`config.mk`:
```
export PLATFORM = sky130hd
export DESIGN_NAME = dct_mac_unit_flat
export DESIGN_NICKNAME = d
export VERILOG_FILES = /design/src/rtl/dct_mac_if.sv /design/src/rtl/dct_mac_unit.sv /design/src/flat_wrapper.sv
export SDC_FILE = /design/constraint.sdc
export NUM_CORES = 1
export LEC_CHECK = 0
export BUFFER_PORTS_ARGS = -buffer_cell sky130_fd_sc_hd__buf_2
export CAP_MARGIN = 20
export CELL_PAD_IN_SITES_DETAIL_PLACEMENT = 0
export CELL_PAD_IN_SITES_GLOBAL_PLACEMENT = 2
export CORE_ASPECT_RATIO = 1.4
export CORE_MARGIN = 10
export CORE_UTILIZATION = 29
export CTS_BUF_LIST = sky130_fd_sc_hd__clkbuf_8
export DETAILED_ROUTE_END_ITERATION = 6
export GPL_TIMING_DRIVEN = 0
export PLACE_DENSITY_LB_ADDON = 0.08
export SYNTH_ARGS = -nofsm -noshare
export SYNTH_HDL_FRONTEND = slang
export SYNTH_SLANG_ARGS = --single-unit
```
`constraint.sdc`:
```
create_clock -name clk -period 9 [get_ports clk]
set_input_delay 1.8 -clock clk [delete_from_list [all_inputs] [get_ports clk]]
set_output_delay 1.8 -clock clk [all_outputs]
set_load 0.02 [all_outputs]
```
`src/rtl/dct_mac_if.sv`:
```
// Term/result bus for dct_mac_unit: the producer drives enable, start and terms,
// and the MAC returns the rounded sum.
interface dct_mac_if #(
  parameter int DWIDTH = 8,
  parameter int CWIDTH = 16,
  parameter int RWIDTH = 12
);
  logic                     ena;
  logic                     start;
  logic                     din_valid;
  logic signed [DWIDTH-1:0] din;
  logic signed [CWIDTH-1:0] coef;
  logic signed [RWIDTH-1:0] result;
  logic                     result_valid;

  modport master (
    output ena, start, din_valid, din, coef,
    input  result, result_valid
  );

  modport slave (
    input  ena, start, din_valid, din, coef,
    output result, result_valid
  );
endinterface

```
`src/rtl/dct_mac_unit.sv`:
```
// Pipelined 8-term signed multiply-accumulate for DCT rows, with rounding and scaling.
// Define DCT_MAC_SAT_EN to saturate the output; otherwise it wraps to RWIDTH bits.
module dct_mac_unit #(
  parameter int DWIDTH = 8,
  parameter int CWIDTH = 16,
  parameter int RWIDTH = 12,
  parameter int RSHIFT = 14
) (
  input  logic     clk,
  input  logic     rst,
  dct_mac_if.slave bus
);
  localparam int PWIDTH = DWIDTH + CWIDTH;
  localparam int AWIDTH = PWIDTH + 3;
  localparam int SWIDTH = AWIDTH + 1 - RSHIFT;

  localparam logic signed [AWIDTH:0] RND_BIAS =
    {{(AWIDTH - RSHIFT + 1){1'b0}}, 1'b1, {(RSHIFT - 1){1'b0}}};
  localparam logic signed [SWIDTH-1:0] RES_MAX =
    {{(SWIDTH - RWIDTH + 1){1'b0}}, {(RWIDTH - 1){1'b1}}};
  localparam logic signed [SWIDTH-1:0] RES_MIN =
    {{(SWIDTH - RWIDTH + 1){1'b1}}, {(RWIDTH - 1){1'b0}}};

  logic [2:0]               term_cnt_reg;
  logic signed [DWIDTH-1:0] s1_din_reg;
  logic signed [CWIDTH-1:0] s1_coef_reg;
  logic                     s1_valid_reg, s1_first_reg, s1_last_reg;
  logic signed [PWIDTH-1:0] s2_prod_reg;
  logic                     s2_valid_reg, s2_first_reg, s2_last_reg;
  logic signed [AWIDTH-1:0] acc_reg;
  logic                     s3_last_reg;
  logic signed [RWIDTH-1:0] result_reg;
  logic                     result_valid_reg;

  logic signed [AWIDTH:0]   acc_rnd;
  logic signed [SWIDTH-1:0] rnd_full;
  logic signed [RWIDTH-1:0] res_next;

  assign acc_rnd  = {acc_reg[AWIDTH-1], acc_reg} + RND_BIAS;
  // Keeping the upper bits of the signed sum is the arithmetic shift by RSHIFT.
  assign rnd_full = acc_rnd[AWIDTH:RSHIFT];

  always_comb begin
    res_next = rnd_full[RWIDTH-1:0];
`ifdef DCT_MAC_SAT_EN
    if (rnd_full > RES_MAX)
      res_next = RES_MAX[RWIDTH-1:0];
    else if (rnd_full < RES_MIN)
      res_next = RES_MIN[RWIDTH-1:0];
`endif
  end

  always_ff @(posedge clk) begin
    if (rst) begin
      term_cnt_reg     <= 3'd0;
      s1_din_reg       <= '0;
      s1_coef_reg      <= '0;
      s1_valid_reg     <= 1'b0;
      s1_first_reg     <= 1'b0;
      s1_last_reg      <= 1'b0;
      s2_prod_reg      <= '0;
      s2_valid_reg     <= 1'b0;
      s2_first_reg     <= 1'b0;
      s2_last_reg      <= 1'b0;
      acc_reg          <= '0;
      s3_last_reg      <= 1'b0;
      result_reg       <= '0;
      result_valid_reg <= 1'b0;
    end else if (bus.ena) begin
      s1_valid_reg <= bus.din_valid;
      if (bus.din_valid) begin
        s1_din_reg   <= bus.din;
        s1_coef_reg  <= bus.coef;
        // A start term restarts the count; any partial sum is simply overwritten.
        s1_first_reg <= bus.start || (term_cnt_reg == 3'd0);
        s1_last_reg  <= !bus.start && (term_cnt_reg == 3'd7);
        term_cnt_reg <= bus.start ? 3'd1 : term_cnt_reg + 3'd1;
      end

      s2_valid_reg <= s1_valid_reg;
      s2_first_reg <= s1_first_reg;
      s2_last_reg  <= s1_last_reg;
      if (s1_valid_reg)
        s2_prod_reg <= PWIDTH'(s1_din_reg) * PWIDTH'(s1_coef_reg);

      if (s2_valid_reg)
        acc_reg <= s2_first_reg ? AWIDTH'(s2_prod_reg) : acc_reg + AWIDTH'(s2_prod_reg);
      s3_last_reg <= s2_valid_reg && s2_last_reg;

      result_valid_reg <= s3_last_reg;
      if (s3_last_reg)
        result_reg <= res_next;
    end
  end

  assign bus.result       = result_reg;
  assign bus.result_valid = result_valid_reg;
endmodule

```
`src/flat_wrapper.sv`:
```
// flat-port wrapper written by rule: the top's interface ports become plain ports
module dct_mac_unit_flat 
#(
  parameter int DWIDTH = 8,
  parameter int CWIDTH = 16,
  parameter int RWIDTH = 12,
  parameter int RSHIFT = 14
)
  (clk, rst, bus_ena, bus_start, bus_din_valid, bus_din, bus_coef, bus_result, bus_result_valid);
  dct_mac_if #(.DWIDTH(DWIDTH), .CWIDTH(CWIDTH), .RWIDTH(RWIDTH)) bus_i ();
  input  logic clk;
  input  logic rst;
  input wire logic [$bits(bus_i.ena)-1:0] bus_ena;
  input wire logic [$bits(bus_i.start)-1:0] bus_start;
  input wire logic [$bits(bus_i.din_valid)-1:0] bus_din_valid;
  input wire logic [$bits(bus_i.din)-1:0] bus_din;
  input wire logic [$bits(bus_i.coef)-1:0] bus_coef;
  output wire logic [$bits(bus_i.result)-1:0] bus_result;
  output wire logic [$bits(bus_i.result_valid)-1:0] bus_result_valid;
  assign bus_i.ena = bus_ena;
  assign bus_i.start = bus_start;
  assign bus_i.din_valid = bus_din_valid;
  assign bus_i.din = bus_din;
  assign bus_i.coef = bus_coef;
  assign bus_result = bus_i.result;
  assign bus_result_valid = bus_i.result_valid;
  dct_mac_unit #(.DWIDTH(DWIDTH), .CWIDTH(CWIDTH), .RWIDTH(RWIDTH), .RSHIFT(RSHIFT)) u_core (.clk(clk), .rst(rst), .bus(bus_i));
endmodule
```
==> qor.yml <==
setup_viol: 0
irDropWorstVdd_uv: 54.4
leakage_uw: 0.00486
synth_simple_gate_area_share: 0.205
cts_htree_levels: 3
clock-sinks: 97
die_width_um: 175
top_level_ports: 42
portBuffers: 40
netlist_area_um2: 9760
cp_cell_sequence: "inv_1 > clkbuf_1 > nor2_1 > fa_1 > fa_1 > fa_1 > inv_1 > fa_1 > inv_1 > ha_1 > a21oi_1 > o21ai_0 > a211o_1 > a41o_1 > a2111oi_4 > o21a_1 > o21ai_0 > a21oi_1"
post-layout-total-power_uw: 920
yosys.area.top_type_share: 0.213
outcome: "complete, no violations"
tritoncts.num_buffers: 9
synth_most_common_cell: "sky130_fd_sc_hd__inv_1"
holdWs_ns: 0.474
ctsRootBufferMaster: "sky130_fd_sc_hd__clkbuf_8"
switching_share: 0.344
track_usage: 0.147
seq_power_share: 0.496
totalNegativeSetupSlack_ns: 0
initial_standard_cell_utilization_of_the_core: 0.294
cp.arrival_ns: 6.19
synth_seq_area_share: 0.199
pin_count_of_the_biggest_net_entering_global_routing: 21
cts_tree: "yes"
synthXorXnorAreaFrac: 0.0386
synthesized_instance_count: 1190
slew_headroom: 0.430
finClkSkew_ns: 0.0393
largest_register_ffs: 26
timing_hold_violations_final: 0
routed_wire_length_per_instance_um: 17.5
syn_to_final_growth_pct: 9.89
cpLargestDelayFamily: "adder cells"
grt_antenna_before_repair: 1
switchingPower_uw: 317
worstMarginPinSlew_ns: 0.855
path_class: "flop to flop"
synth_top_family_by_area: "adder cells"
synth_largest_area_cell: "sky130_fd_sc_hd__fa_1"
gp_congestion: 0.799
synthAdderAreaFrac: 0.308
comb_power_share: 0.160
synth_seq_cells: 97
clockPowerShare: 0.343
route.vias.total: 7940
path_clk_slew_ns: 0.13
drt_iter0_drc: 328
post_cts.repair.setup_buffers: 0
first_global_vias: 8452
floorplan.die_area_um2: 41500
overflow: 0
ctsHoldBuffers: 0
muxShareOfSynthArea: 0.00923
final_max_slew_viol_count: 0
fp.coreArea_um2: 33200
nNetsFinal: 1448
crit_path_max_incr_delay_ns: 0.55
timing.critical_path.slowest_stage_cell: "sky130_fd_sc_hd__fa_1"
multi_input_comb_area_um2: 7010
fraction_of_final_layout_cells_with_drive_strength_greater_than_1: 0.0546
area_fraction_in_compound_gates_after_synthesis: 0.157
cts.repair.resized: 0
crit_path_max_fanout: 10
yosys_warnings: 0
worstSkewPairLatency_ns: 0.43
syn_nets: 1397
fmax_ghz: 0.172
startpoint_type: "flop"
drt-pass1-iter-count: 6
dieHeight_um: 237
layout_worst_path_cycle_share: 0.647
post_drt_via_cell_ratio: 4.69
buffer_and_inverter_count_on_the_worst_path: 4
crit_top_cell: "sky130_fd_sc_hd__fa_1"
rows: 79
postSynth.topFlopCell: "sky130_fd_sc_hd__dfxtp_1"
worst_hold_path_type: "flop to flop"
unrepaired_setup_endpoints_after_global_routing: "false"
area.sequential_um2: 1940
post_synth_most_frequent_cells: "161 x sky130_fd_sc_hd__inv_1, 149 x sky130_fd_sc_hd__nand2_1, 104 x sky130_fd_sc_hd__fa_1"
number_of_flops_mapped_to_enable_cells_by_yosys: 0
drt.antenna.violating_nets: 0
detailed_place_hpwl_um: 25000
pwr_density_cell_nw_per_um2: 85.8
synthArstFlopShare: 0
layout.filler_cells: 3690
mean_area_per_synthesized_cell_um2: 8.20
grt_pass1_wl_um: 48400
drc: 0
post_synth_num_cell_types: 65
synth_area_leaders: "sky130_fd_sc_hd__fa_1 21%, sky130_fd_sc_hd__dfxtp_1 20%, sky130_fd_sc_hd__ha_1 9.5%"
routed_wl_um: 29700
total_of_max_cap_violations: 0
int_pwr_uw: 603
clock_path_buffers: 2
timing.critical_path.required_ns: 9.37
worst_setup_path_end_kind: "flop"
timing.final.crit_period_ns: 5.82
-- cells in the final DEF (no fill, tap or decap), types with 3 or more instances in the layout --
master                     synthesis  routed
sky130_fd_sc_hd__inv_1           161     161
sky130_fd_sc_hd__nand2_1         149     149
sky130_fd_sc_hd__fa_1            104     104
sky130_fd_sc_hd__dfxtp_1          97      97
sky130_fd_sc_hd__and2_1           96      96
sky130_fd_sc_hd__a21oi_1          89      89
sky130_fd_sc_hd__nor2_1           76      76
sky130_fd_sc_hd__ha_1             74      74
sky130_fd_sc_hd__clkbuf_1         48      48
sky130_fd_sc_hd__buf_2             2      42
sky130_fd_sc_hd__o21ai_0          34      34
sky130_fd_sc_hd__nand3_1          27      27
sky130_fd_sc_hd__xnor2_1          24      24
sky130_fd_sc_hd__a211oi_1         23      23
sky130_fd_sc_hd__a21o_1           22      22
sky130_fd_sc_hd__xor2_1           19      19
sky130_fd_sc_hd__nor3_1           14      14
sky130_fd_sc_hd__a31oi_1          11      11
sky130_fd_sc_hd__and3_1           10      10
sky130_fd_sc_hd__mux2i_1           9       9
sky130_fd_sc_hd__o211ai_1          9       9
sky130_fd_sc_hd__clkbuf_8          0       9
sky130_fd_sc_hd__or3_1             8       8
sky130_fd_sc_hd__nand2b_1          6       6
sky130_fd_sc_hd__nand4_1           5       5
sky130_fd_sc_hd__o21bai_1          5       5
sky130_fd_sc_hd__o21a_1            4       4
sky130_fd_sc_hd__nor4b_1           4       4
sky130_fd_sc_hd__a21boi_0          4       4
sky130_fd_sc_hd__nor2b_1           3       3
sky130_fd_sc_hd__buf_1             3       3
sky130_fd_sc_hd__nand3b_1          3       3
sky130_fd_sc_hd__a211o_1           3       3
sky130_fd_sc_hd__a41oi_1           3       3
sky130_fd_sc_hd__o211a_1           3       3
sky130_fd_sc_hd__o22ai_1           3       3
-- power groups by stage --
stage	Sequential (uW)	Clock, uW	Combinational [uW]
2_1_floorplan	457	0	105
4_1_cts	458	335	153
5_1_grt	459	350	172
3_3_place_gp	467	0	152
6_report	457	316	147
3_5_place_dp	467	0	152
-- worst reg2reg max path, cell delays in order (launching register included) --
cell	delay [ns]
sky130_fd_sc_hd__dfxtp_1	0.48
sky130_fd_sc_hd__inv_1	0.26
sky130_fd_sc_hd__clkbuf_1	0.54
sky130_fd_sc_hd__nor2_1	0.16
sky130_fd_sc_hd__fa_1	0.53
sky130_fd_sc_hd__fa_1	0.53
sky130_fd_sc_hd__fa_1	0.55
sky130_fd_sc_hd__inv_1	0.05
sky130_fd_sc_hd__fa_1	0.53
sky130_fd_sc_hd__inv_1	0.04
sky130_fd_sc_hd__ha_1	0.35
sky130_fd_sc_hd__a21oi_1	0.21
sky130_fd_sc_hd__o21ai_0	0.15
sky130_fd_sc_hd__a211o_1	0.29
sky130_fd_sc_hd__a41o_1	0.27
sky130_fd_sc_hd__a2111oi_4	0.37
sky130_fd_sc_hd__o21a_1	0.17
sky130_fd_sc_hd__o21ai_0	0.10
sky130_fd_sc_hd__a21oi_1	0.18
-- layout make-up --
cell class                 count  share of cell area
sequential                    97               0.181
timing repair buffer          40              0.0187
antenna                        1            0.000233
tap                          445              0.0519
multi-input combinational    878               0.653
clock buffer                   9              0.0116
clock inverter                 7             0.00759
buffer                        53              0.0188
inverter                     162              0.0567
-- layer usage --
layer  wire (um)  track usage  vias to the layer above
li1            -            -                     4005
met1       12500        0.166                     3839
met2       16100        0.279                       68
met3         520       0.0183                       28
met4         622       0.0448                        0
met5           0            0                        -
-- metrics by stage --
stage          area, um^2  std cells  worst slack (ns)   util
6_report            10700       1692              3.18  0.323
2_1_floorplan        9760       1190              4.09      -
3_5_place_dp        10500       1675              3.13  0.317
5_1_grt             10700       1692              2.83  0.323
4_1_cts             10700       1691              3.08  0.323
3_3_place_gp        10500       1675              3.07  0.317
-- path summary, 6_finish.rpt --
kind	to	slack [ns]	cells past startpoint	from
worst max-delay path	u_core.s2_prod_reg[21]	3.18	18	u_core.s1_din_reg[7]
worst min-delay path	u_core.s1_last_reg	0.47	2	u_core.s1_last_reg
worst max register to register	u_core.s2_prod_reg[21]	3.18	18	u_core.s1_din_reg[7]
worst min register to register	u_core.s1_last_reg	0.47	2	u_core.s1_last_reg
-- cells by family (layout without fill, tap and decap cells) --
kind of cell             count (synthesis)  in the layout
AND/OR/NAND/NOR                        412            412
AO/OA/AOI/OAI                          236            236
buffers and inverters                  215            271
adder cells (fa/ha/maj)                178            178
flip-flops                              97             97
XOR/XNOR                                43             43
multiplexers                             9              9
other                                    0              1
(Power assumes the default switching activity.)
